===== src/rtl/serial_pixel_assembler_if.sv =====
// Byte-in / pixel-out signal bundle for the serial pixel assembler.
// master: the assembler (consumes UART bytes, drives frame-buffer writes).
// slave:  the surrounding logic (feeds bytes, receives writes).
interface serial_pixel_assembler_if #(
  parameter int ADDR_W = 15
);
  logic [7:0]        rx_data;
  logic              rx_ready;
  logic              frame_start;
  logic              wr_en;
  logic [ADDR_W-1:0] wr_addr;
  logic [23:0]       wr_data;
  logic              frame_done;
  logic              sync_err;

  modport master (
    input  rx_data, rx_ready, frame_start,
    output wr_en, wr_addr, wr_data, frame_done, sync_err
  );

  modport slave (
    output rx_data, rx_ready, frame_start,
    input  wr_en, wr_addr, wr_data, frame_done, sync_err
  );
endinterface


===== src/rtl/serial_pixel_assembler.sv =====
// Groups UART bytes R,G,B into 24-bit pixels and writes them to a linear
// frame-buffer address that wraps once per frame. A partial pixel is dropped
// (with sync_err) if the next byte does not arrive within TIMEOUT cycles,
// and frame_start realigns both byte phase and address.
module serial_pixel_assembler #(
  parameter int WIDTH   = 160,
  parameter int HEIGHT  = 120,
  parameter int ADDR_W  = 15,
  parameter int TIMEOUT = 50000
) (
  input  logic                      clk,
  input  logic                      rst,
  serial_pixel_assembler_if.master  bus
);
  localparam int PIXELS = WIDTH * HEIGHT;
  localparam int TO_W   = $clog2(TIMEOUT);
  localparam logic [ADDR_W-1:0] LAST_ADDR = ADDR_W'(PIXELS - 1);
  // The expiry is detected one count early so that sync_err lands in the
  // same cycle the counter would have reached TIMEOUT-1.
  localparam logic [TO_W-1:0]   TO_LAST   = TO_W'(TIMEOUT - 2);

  typedef enum logic [1:0] {WAIT_R, WAIT_G, WAIT_B} state_t;

  state_t            state_reg, state_next;
  logic [7:0]        r_reg, r_next;
  logic [7:0]        g_reg, g_next;
  logic [ADDR_W-1:0] addr_reg, addr_next;
  logic [TO_W-1:0]   to_reg, to_next;
  logic              wr_en_reg, wr_en_next;
  logic [ADDR_W-1:0] wr_addr_reg, wr_addr_next;
  logic [23:0]       wr_data_reg, wr_data_next;
  logic              frame_done_reg, frame_done_next;
  logic              sync_err_reg, sync_err_next;

  // State, byte, counter and output registers.
  always_ff @(posedge clk or negedge rst) begin
    if (!rst) begin
      state_reg      <= WAIT_R;
      r_reg          <= '0;
      g_reg          <= '0;
      addr_reg       <= '0;
      to_reg         <= '0;
      wr_en_reg      <= 1'b0;
      wr_addr_reg    <= '0;
      wr_data_reg    <= '0;
      frame_done_reg <= 1'b0;
      sync_err_reg   <= 1'b0;
    end else begin
      state_reg      <= state_next;
      r_reg          <= r_next;
      g_reg          <= g_next;
      addr_reg       <= addr_next;
      to_reg         <= to_next;
      wr_en_reg      <= wr_en_next;
      wr_addr_reg    <= wr_addr_next;
      wr_data_reg    <= wr_data_next;
      frame_done_reg <= frame_done_next;
      sync_err_reg   <= sync_err_next;
    end
  end

  // Byte-phase FSM, timeout supervision and pixel write generation.
  always_comb begin
    state_next      = state_reg;
    r_next          = r_reg;
    g_next          = g_reg;
    addr_next       = addr_reg;
    to_next         = to_reg;
    wr_en_next      = 1'b0;
    wr_addr_next    = wr_addr_reg;
    wr_data_next    = wr_data_reg;
    frame_done_next = 1'b0;
    sync_err_next   = 1'b0;

    if (bus.frame_start) begin
      // Realign silently; a coincident byte becomes R of pixel 0.
      state_next = WAIT_R;
      addr_next  = '0;
      to_next    = '0;
      if (bus.rx_ready) begin
        r_next     = bus.rx_data;
        state_next = WAIT_G;
      end
    end else begin
      case (state_reg)
        WAIT_R: begin
          to_next = '0;
          if (bus.rx_ready) begin
            r_next     = bus.rx_data;
            state_next = WAIT_G;
          end
        end
        WAIT_G: begin
          if (bus.rx_ready) begin
            g_next     = bus.rx_data;
            to_next    = '0;
            state_next = WAIT_B;
          end else if (to_reg == TO_LAST) begin
            to_next       = '0;
            sync_err_next = 1'b1;
            state_next    = WAIT_R;
          end else begin
            to_next = to_reg + 1'b1;
          end
        end
        WAIT_B: begin
          if (bus.rx_ready) begin
            wr_en_next      = 1'b1;
            wr_addr_next    = addr_reg;
            wr_data_next    = {bus.rx_data, g_reg, r_reg};
            frame_done_next = (addr_reg == LAST_ADDR);
            addr_next       = (addr_reg == LAST_ADDR) ? '0 : addr_reg + 1'b1;
            to_next         = '0;
            state_next      = WAIT_R;
          end else if (to_reg == TO_LAST) begin
            to_next       = '0;
            sync_err_next = 1'b1;
            state_next    = WAIT_R;
          end else begin
            to_next = to_reg + 1'b1;
          end
        end
        default: begin
          state_next = WAIT_R;
          to_next    = '0;
        end
      endcase
    end
  end

  assign bus.wr_en      = wr_en_reg;
  assign bus.wr_addr    = wr_addr_reg;
  assign bus.wr_data    = wr_data_reg;
  assign bus.frame_done = frame_done_reg;
  assign bus.sync_err   = sync_err_reg;
endmodule


===== src/flat_wrapper.sv =====
// flat-port wrapper written by rule: the top's interface ports become plain ports
module serial_pixel_assembler_flat 
#(
  parameter int WIDTH   = 160,
  parameter int HEIGHT  = 120,
  parameter int ADDR_W  = 15,
  parameter int TIMEOUT = 50000
)
  (clk, rst, bus_rx_data, bus_rx_ready, bus_frame_start, bus_wr_en, bus_wr_addr, bus_wr_data, bus_frame_done, bus_sync_err);
  serial_pixel_assembler_if #(.ADDR_W(ADDR_W)) bus_i ();
  input  logic clk;
  input  logic rst;
  input wire logic [$bits(bus_i.rx_data)-1:0] bus_rx_data;
  input wire logic [$bits(bus_i.rx_ready)-1:0] bus_rx_ready;
  input wire logic [$bits(bus_i.frame_start)-1:0] bus_frame_start;
  output wire logic [$bits(bus_i.wr_en)-1:0] bus_wr_en;
  output wire logic [$bits(bus_i.wr_addr)-1:0] bus_wr_addr;
  output wire logic [$bits(bus_i.wr_data)-1:0] bus_wr_data;
  output wire logic [$bits(bus_i.frame_done)-1:0] bus_frame_done;
  output wire logic [$bits(bus_i.sync_err)-1:0] bus_sync_err;
  assign bus_i.rx_data = bus_rx_data;
  assign bus_i.rx_ready = bus_rx_ready;
  assign bus_i.frame_start = bus_frame_start;
  assign bus_wr_en = bus_i.wr_en;
  assign bus_wr_addr = bus_i.wr_addr;
  assign bus_wr_data = bus_i.wr_data;
  assign bus_frame_done = bus_i.frame_done;
  assign bus_sync_err = bus_i.sync_err;
  serial_pixel_assembler #(.WIDTH(WIDTH), .HEIGHT(HEIGHT), .ADDR_W(ADDR_W), .TIMEOUT(TIMEOUT)) u_core (.clk(clk), .rst(rst), .bus(bus_i));
endmodule

===== config.mk =====
export PLATFORM = sky130hd
export DESIGN_NAME = serial_pixel_assembler_flat
export DESIGN_NICKNAME = d
export VERILOG_FILES = /design/src/rtl/serial_pixel_assembler_if.sv /design/src/rtl/serial_pixel_assembler.sv /design/src/flat_wrapper.sv
export SDC_FILE = /design/constraint.sdc
export NUM_CORES = 1
export LEC_CHECK = 0
export BUFFER_PORTS_ARGS = -buffer_cell sky130_fd_sc_hd__buf_2
export CAP_MARGIN = 20
export CORE_UTILIZATION = 36
export CTS_CLUSTER_SIZE = 30
export DETAILED_ROUTE_END_ITERATION = 8
export GPL_TIMING_DRIVEN = 0
export HOLD_SLACK_MARGIN = 0.05
export PLACE_DENSITY = 0.67
export SYNTH_ARGS = -nofsm -noshare
export SYNTH_HDL_FRONTEND = slang
export SYNTH_SLANG_ARGS = --single-unit

===== constraint.sdc =====
create_clock -name clk -period 1.85 [get_ports clk]
set_input_delay 0.185 -clock clk [delete_from_list [all_inputs] [get_ports clk]]
set_output_delay 0.185 -clock clk [all_outputs]
set_load 0.02 [all_outputs]

Word-level counts from Yosys, hierarchy flattened
Cells that the tools add are included.
Word-level totals
  flip-flop bits (word level): 91
  input port bits: 12
  output and inout bits: 42
  logic and storage cells: 54
Cells by class
  add/subtract/negate cells: 2
  equal/unequal tests: 5
  muxes and demuxes: 28
  bitwise logic cells: 1
  reductions and logical operators: 8
Operator list (count)
  16-bit 2-to-1 mux: 4
  15-bit 2-to-1 mux: 4
  8-bit 2-to-1 mux: 3
  16-bit by 1-bit adder with 16-bit output, second input constant: 1
  16-bit equality test, second input constant: 1
  15-bit by 1-bit adder with 15-bit output, second input constant: 1
  15-bit equality test, second input constant: 1
  1-bit 2-to-1 mux: 11
  2-bit 2-to-1 mux: 5
  2-bit case mux with 3 select lines: 1
  3-bit AND reduction: 2
  2-bit nonzero test: 3
  3-bit != test, second input constant: 1
  2-bit by 1-bit equality test with 1-bit output, second input constant: 1
  2-bit equality test, second input constant: 1
  2-bit zero test: 1
  2-bit AND reduction: 1
  2-bit OR reduction: 1
  1-bit inverter: 1

Depth between registers and ports, before layout
  depth after elaboration: 5
  mapped depth: 10
  depth with buffers taken out: 8

Worst setup path before layout
Ideal clock, no wire load.
  kind: register -> register
  start point: reg u_core.addr_reg[12]
  end point: reg u_core.addr_reg[1]
  setup time: 0.121 ns
  arrival: 1.663 ns
  required time: 1.729 ns
  path slack: 0.066 ns
  cell stages (with the launch flop): 6
  buffers on the path: 1
  clock period less this slack: 1.784 ns
  cell sequence: dfrtp_1 nand4bb_1 or4_4 and2_4 buf_6 a22o_1
Between the ends
  longest elaborated chain between the ends: 5
RTL lines
  start: declaration: RTL line serial_pixel_assembler.sv:27  | logic [ADDR_W-1:0] addr_reg, addr_next;
  start signal: assignment: RTL line serial_pixel_assembler.sv:52  | addr_reg <= addr_next;
  15-bit equality test: RTL line serial_pixel_assembler.sv:112  | addr_next = (addr_reg == LAST_ADDR) ? '0 : addr_reg + 1'b1;
  15-bit 2-to-1 mux: RTL line serial_pixel_assembler.sv:112
  15-bit 2-to-1 mux: RTL line serial_pixel_assembler.sv:107  | if (bus.rx_ready) begin
  15-bit 2-to-1 mux: RTL line serial_pixel_assembler.sv:85  | case (state_reg)
  15-bit 2-to-1 mux: RTL line serial_pixel_assembler.sv:75  | if (bus.frame_start) begin
No other way between the ends. The select of a mux whose other input is x is not followed.
A chain may end at the register's enable or synchronous reset.

Worst setup path after layout
  start point: reg u_core.addr_reg[0]
  end point: reg u_core.addr_reg[10]
Between the ends
  longest elaborated chain between the ends: 5
  elaborated cells between the ends (all ways): 6
  classes of those cells: add/sub (1); eq/ne (1); mux (4)
RTL lines (RTL line)
  15-bit by 1-bit adder with 15-bit output or 15-bit equality test (tied branches): serial_pixel_assembler.sv:112
  15-bit 2-to-1 mux (*): serial_pixel_assembler.sv:112
  15-bit 2-to-1 mux (*): serial_pixel_assembler.sv:107
  15-bit 2-to-1 mux (*): serial_pixel_assembler.sv:85
  15-bit 2-to-1 mux (*): serial_pixel_assembler.sv:75
Mark *: on every way between the ends. The rest lies on a longest branch, timed or not. The select of a mux whose other input is x is not followed.

==> qor.yml <==
clock_tree:
  clk_latency_ns: 0.35
  numCtsBuffers: 9
  path_clk_slew_ns: 0.09
  cts_buffer_depth: 2
  htreeDepth: 3
  clock-sinks: 91
  clockRootBuffer: "clkbuf_8"
  cts_tree: "built"
final_layout:
  fin_cells: 619
  drive_gt1_frac: 0.2609
  post-route-util: 0.4618
  nets: 498
  antenna_cells: 0
  syn2layout_area_growth_pct: 22.52
  stdcell_area_um2: 4853
  fillerInstances: 988
  largest_reg_flops: 24
placed_design:
  place_area_um2: 4422
  pre_cts_ws_ns: -0.2610
  port-buffer-count: 52
  dp.cells: 587
  dp_hpwl_um: 5723
  place_congestion: 0.8528
floorplan:
  floorplan.initialDensity: 0.3769
  rows: 37
  die_width_um: 106.9
  die_y_um: 106.9
  io_pins: 54
  die_area_um2: 11430
  core-area_um2: 10510
setup_path:
  reg2reg_depth: 7
  regToRegSetupSlack_ns: -0.0003
  critPathKind: "flip-flop to flip-flop"
  cp.required_ns: 2.09
  cp.arrival_ns: 2.09
  critPathCaptureType: "flip-flop"
  crit_path_max_fanout: 5
  r2r_start: "u_core.addr_reg[0]$_DFFE_PN0P_"
  critPathLaunchType: "flip-flop"
  reg2reg_to: "u_core.addr_reg[10]$_DFFE_PN0P_"
yosys:
  synth_area_leaders: "dfrtp_1 (57%), nand2_1 (12%), mux2_2 (4.5%)"
  synth-main-ff-cell: "dfrtp_1"
  netlist_top_cells_count: "nand2_1 (125), dfrtp_1 (91), nor2_1 (32)"
  synth_top_area_frac: 0.5749
  synth.most_common_cell: "nand2_1"
  avgSynthCellArea_um2: 9.953
  synth_cell_type_count: 44
  yosysWarnings: 0
  synth_cells: 398
  synth_fp_nets: 417
  ys_ff_latch: 91
  synthArstFlopShare: 1.000
  synth_top_cell_by_area: "dfrtp_1"
  ys_seq_area_frac: 0.5749
  synth_edf_count: 0
  syn_area_um2: 3961
status:
  violations: "negative setup slack"
  outcome: "finished, violations left"
worst_hold_path:
  min-delay-path-class: "input port to flip-flop"
  hp-start: "bus_rx_data[2]"
  holdPathEnd: "u_core.bus.wr_data[18]$_DFFE_PN0P_"
  whs_path_depth: 3
timing:
  worst_pin_slew_ns: 0.5509
  max_clock_freq_mhz: 540.5
  slew_viol_final: 0
  tns_ns: -0.0002813
  setup_viol: 1
  skew_ns: 0.008238
  fin_crit_sh: 1.000
  hold_viol: 0
  rsz0062_at_grt: "true"
  max_slew_margin: 0.6327
  period_minus_slack_ns: 1.850
  fin_ws_ns: -0.0002813
power_and_ir_drop:
  power.switching_uw: 1470
  peakVddDrop_uv: 477.1
  pwr_density_cell_nw_per_um2: 1005
  pwr-share-comb: 0.199
  seq_power_share: 0.502
  sw_frac_of_total: 0.3013
  p_int_uw: 3408
  pwr-share-clk: 0.299
  p_leak_uw: 0.002409
global_route:
  grt_pass1_wl_um: 14500
  grt_use_met2: 0.2613
  track_usage: 0.1597
  use_met3: 0.03891
  gr-max-usage-layer: "met2"
  grt-ovfl-total: 0
  grt_max_degree: 52
  met1_usage: 0.2071
  antenna_found_initial: 1
  grt_pass1_vias: 3048
drt:
  wirelength_um: 8604
  vias: 3006
  via_per_inst: 4.856
  drc_errors: 0
  ant_nets: 0
  wl_per_cell_um: 13.90
  dr.pass1.iters: 4
  drt_iter0_drc: 154
job:
  cap_viol_max_count: 0
[kinds of logic after synthesis]
kind of cell | synth area share
multiplexers | 0.04801
AO/OA/AOI/OAI | 0.04138
XOR/XNOR | 0.03759
flip-flops | 0.5749
adder cells (fa/ha/maj) | 0.02211
buffers and inverters | 0.03127
AND/OR/NAND/NOR | 0.2448
[worst max-delay path by stage]
stage                                              to  cells past startpoint  slack (ns)                       startpoint
floorplan              u_core.addr_reg[1]$_DFFE_PN0P_                      5        0.07  u_core.addr_reg[12]$_DFFE_PN0P_
global placement           u_core.to_reg[8]$_DFF_PN0_                      1       -0.23                              rst
detailed placement  u_core.bus.wr_data[7]$_DFFE_PN0P_                     10       -0.26  u_core.state_reg[0]$_DFFE_PN0P_
CTS                    u_core.addr_reg[5]$_DFFE_PN0P_                      7      -0.001   u_core.addr_reg[1]$_DFFE_PN0P_
global route           u_core.addr_reg[3]$_DFFE_PN0P_                      7       -0.05   u_core.addr_reg[0]$_DFFE_PN0P_
finish                u_core.addr_reg[10]$_DFFE_PN0P_                      7     -0.0003   u_core.addr_reg[0]$_DFFE_PN0P_
[final cells by class]
type / instances / area [um^2] / area share
Sequential cell: 91 / 2278 / 0.4695
Clock inverter: 6 / 90.09 / 0.01856
Inverter: 9 / 33.78 / 0.006961
Tap cell: 136 / 170.2 / 0.03506
Clock buffer: 9 / 123.9 / 0.02552
Buffer: 14 / 100.1 / 0.02062
Multi-Input combinational cell: 283 / 1618 / 0.3333
Timing Repair Buffer: 71 / 439.2 / 0.09049
[metal layers]
metal  vias up  part of all wire
li1       1467                 -
met1      1478              0.45
met2        49              0.50
met3        12             0.033
met4         0             0.015
met5         -                 0
[critical path, cell delays in order (launching register included)]
cell and delay (ns):
dfrtp_1 0.41, ha_4 0.18, nand3b_1 0.09, or4_4 0.54
and2_4 0.20, buf_6 0.13, a21oi_1 0.13, o21bai_1 0.07
[placed cells by master, fill, tap and decap left out, drive strengths merged, types with 2 or more instances in the layout]
master	Yosys	routed
nand3	15	15
nor2	32	32
and3	8	8
a21oi	9	9
xnor2	5	5
buf	9	76
or2b	2	2
nor4b	2	2
nand3b	2	2
o21ai	10	10
ha	7	7
a31oi	4	4
nor3	4	4
bufinv	0	2
inv	9	10
nand2b	4	4
dfrtp	91	91
mux2	16	16
nor3b	2	2
clkinv	0	2
dlygate4sd3	0	4
nand2	125	125
or3	3	3
nand4	6	6
clkbuf	6	14
xor2	12	12
and2	2	2
[per-stage QoR]
stage               total power, uW  hold WS [ns]
floorplan                      3052       -0.1106
global placement               3390        0.4124
detailed placement             3430        0.2109
CTS                            4921       0.05105
global route                   5120       0.07640
finish                         4878       0.05914
[power groups by stage]
stage	Sequential (uW)	Clock [uW]	Combinational, uW
CTS	2450	1500	974
global route	2480	1570	1070
global placement	2480	0	912
floorplan	2730	0	319
finish	2450	1460	970
detailed placement	2490	0	942
[what timing repair did]
item / 4_1_cts / 5_1_grt
setup endpoints to repair: 58 / 60
endpoints found under the hold margin: 43 / 0
cloned: 1 / 0
pin swaps: 5 / 7
hold buffers: 4 / 0
resized for setup: 14 / 14
buffers inserted: 8 / 5
Power figures use the tool's default switching activity.
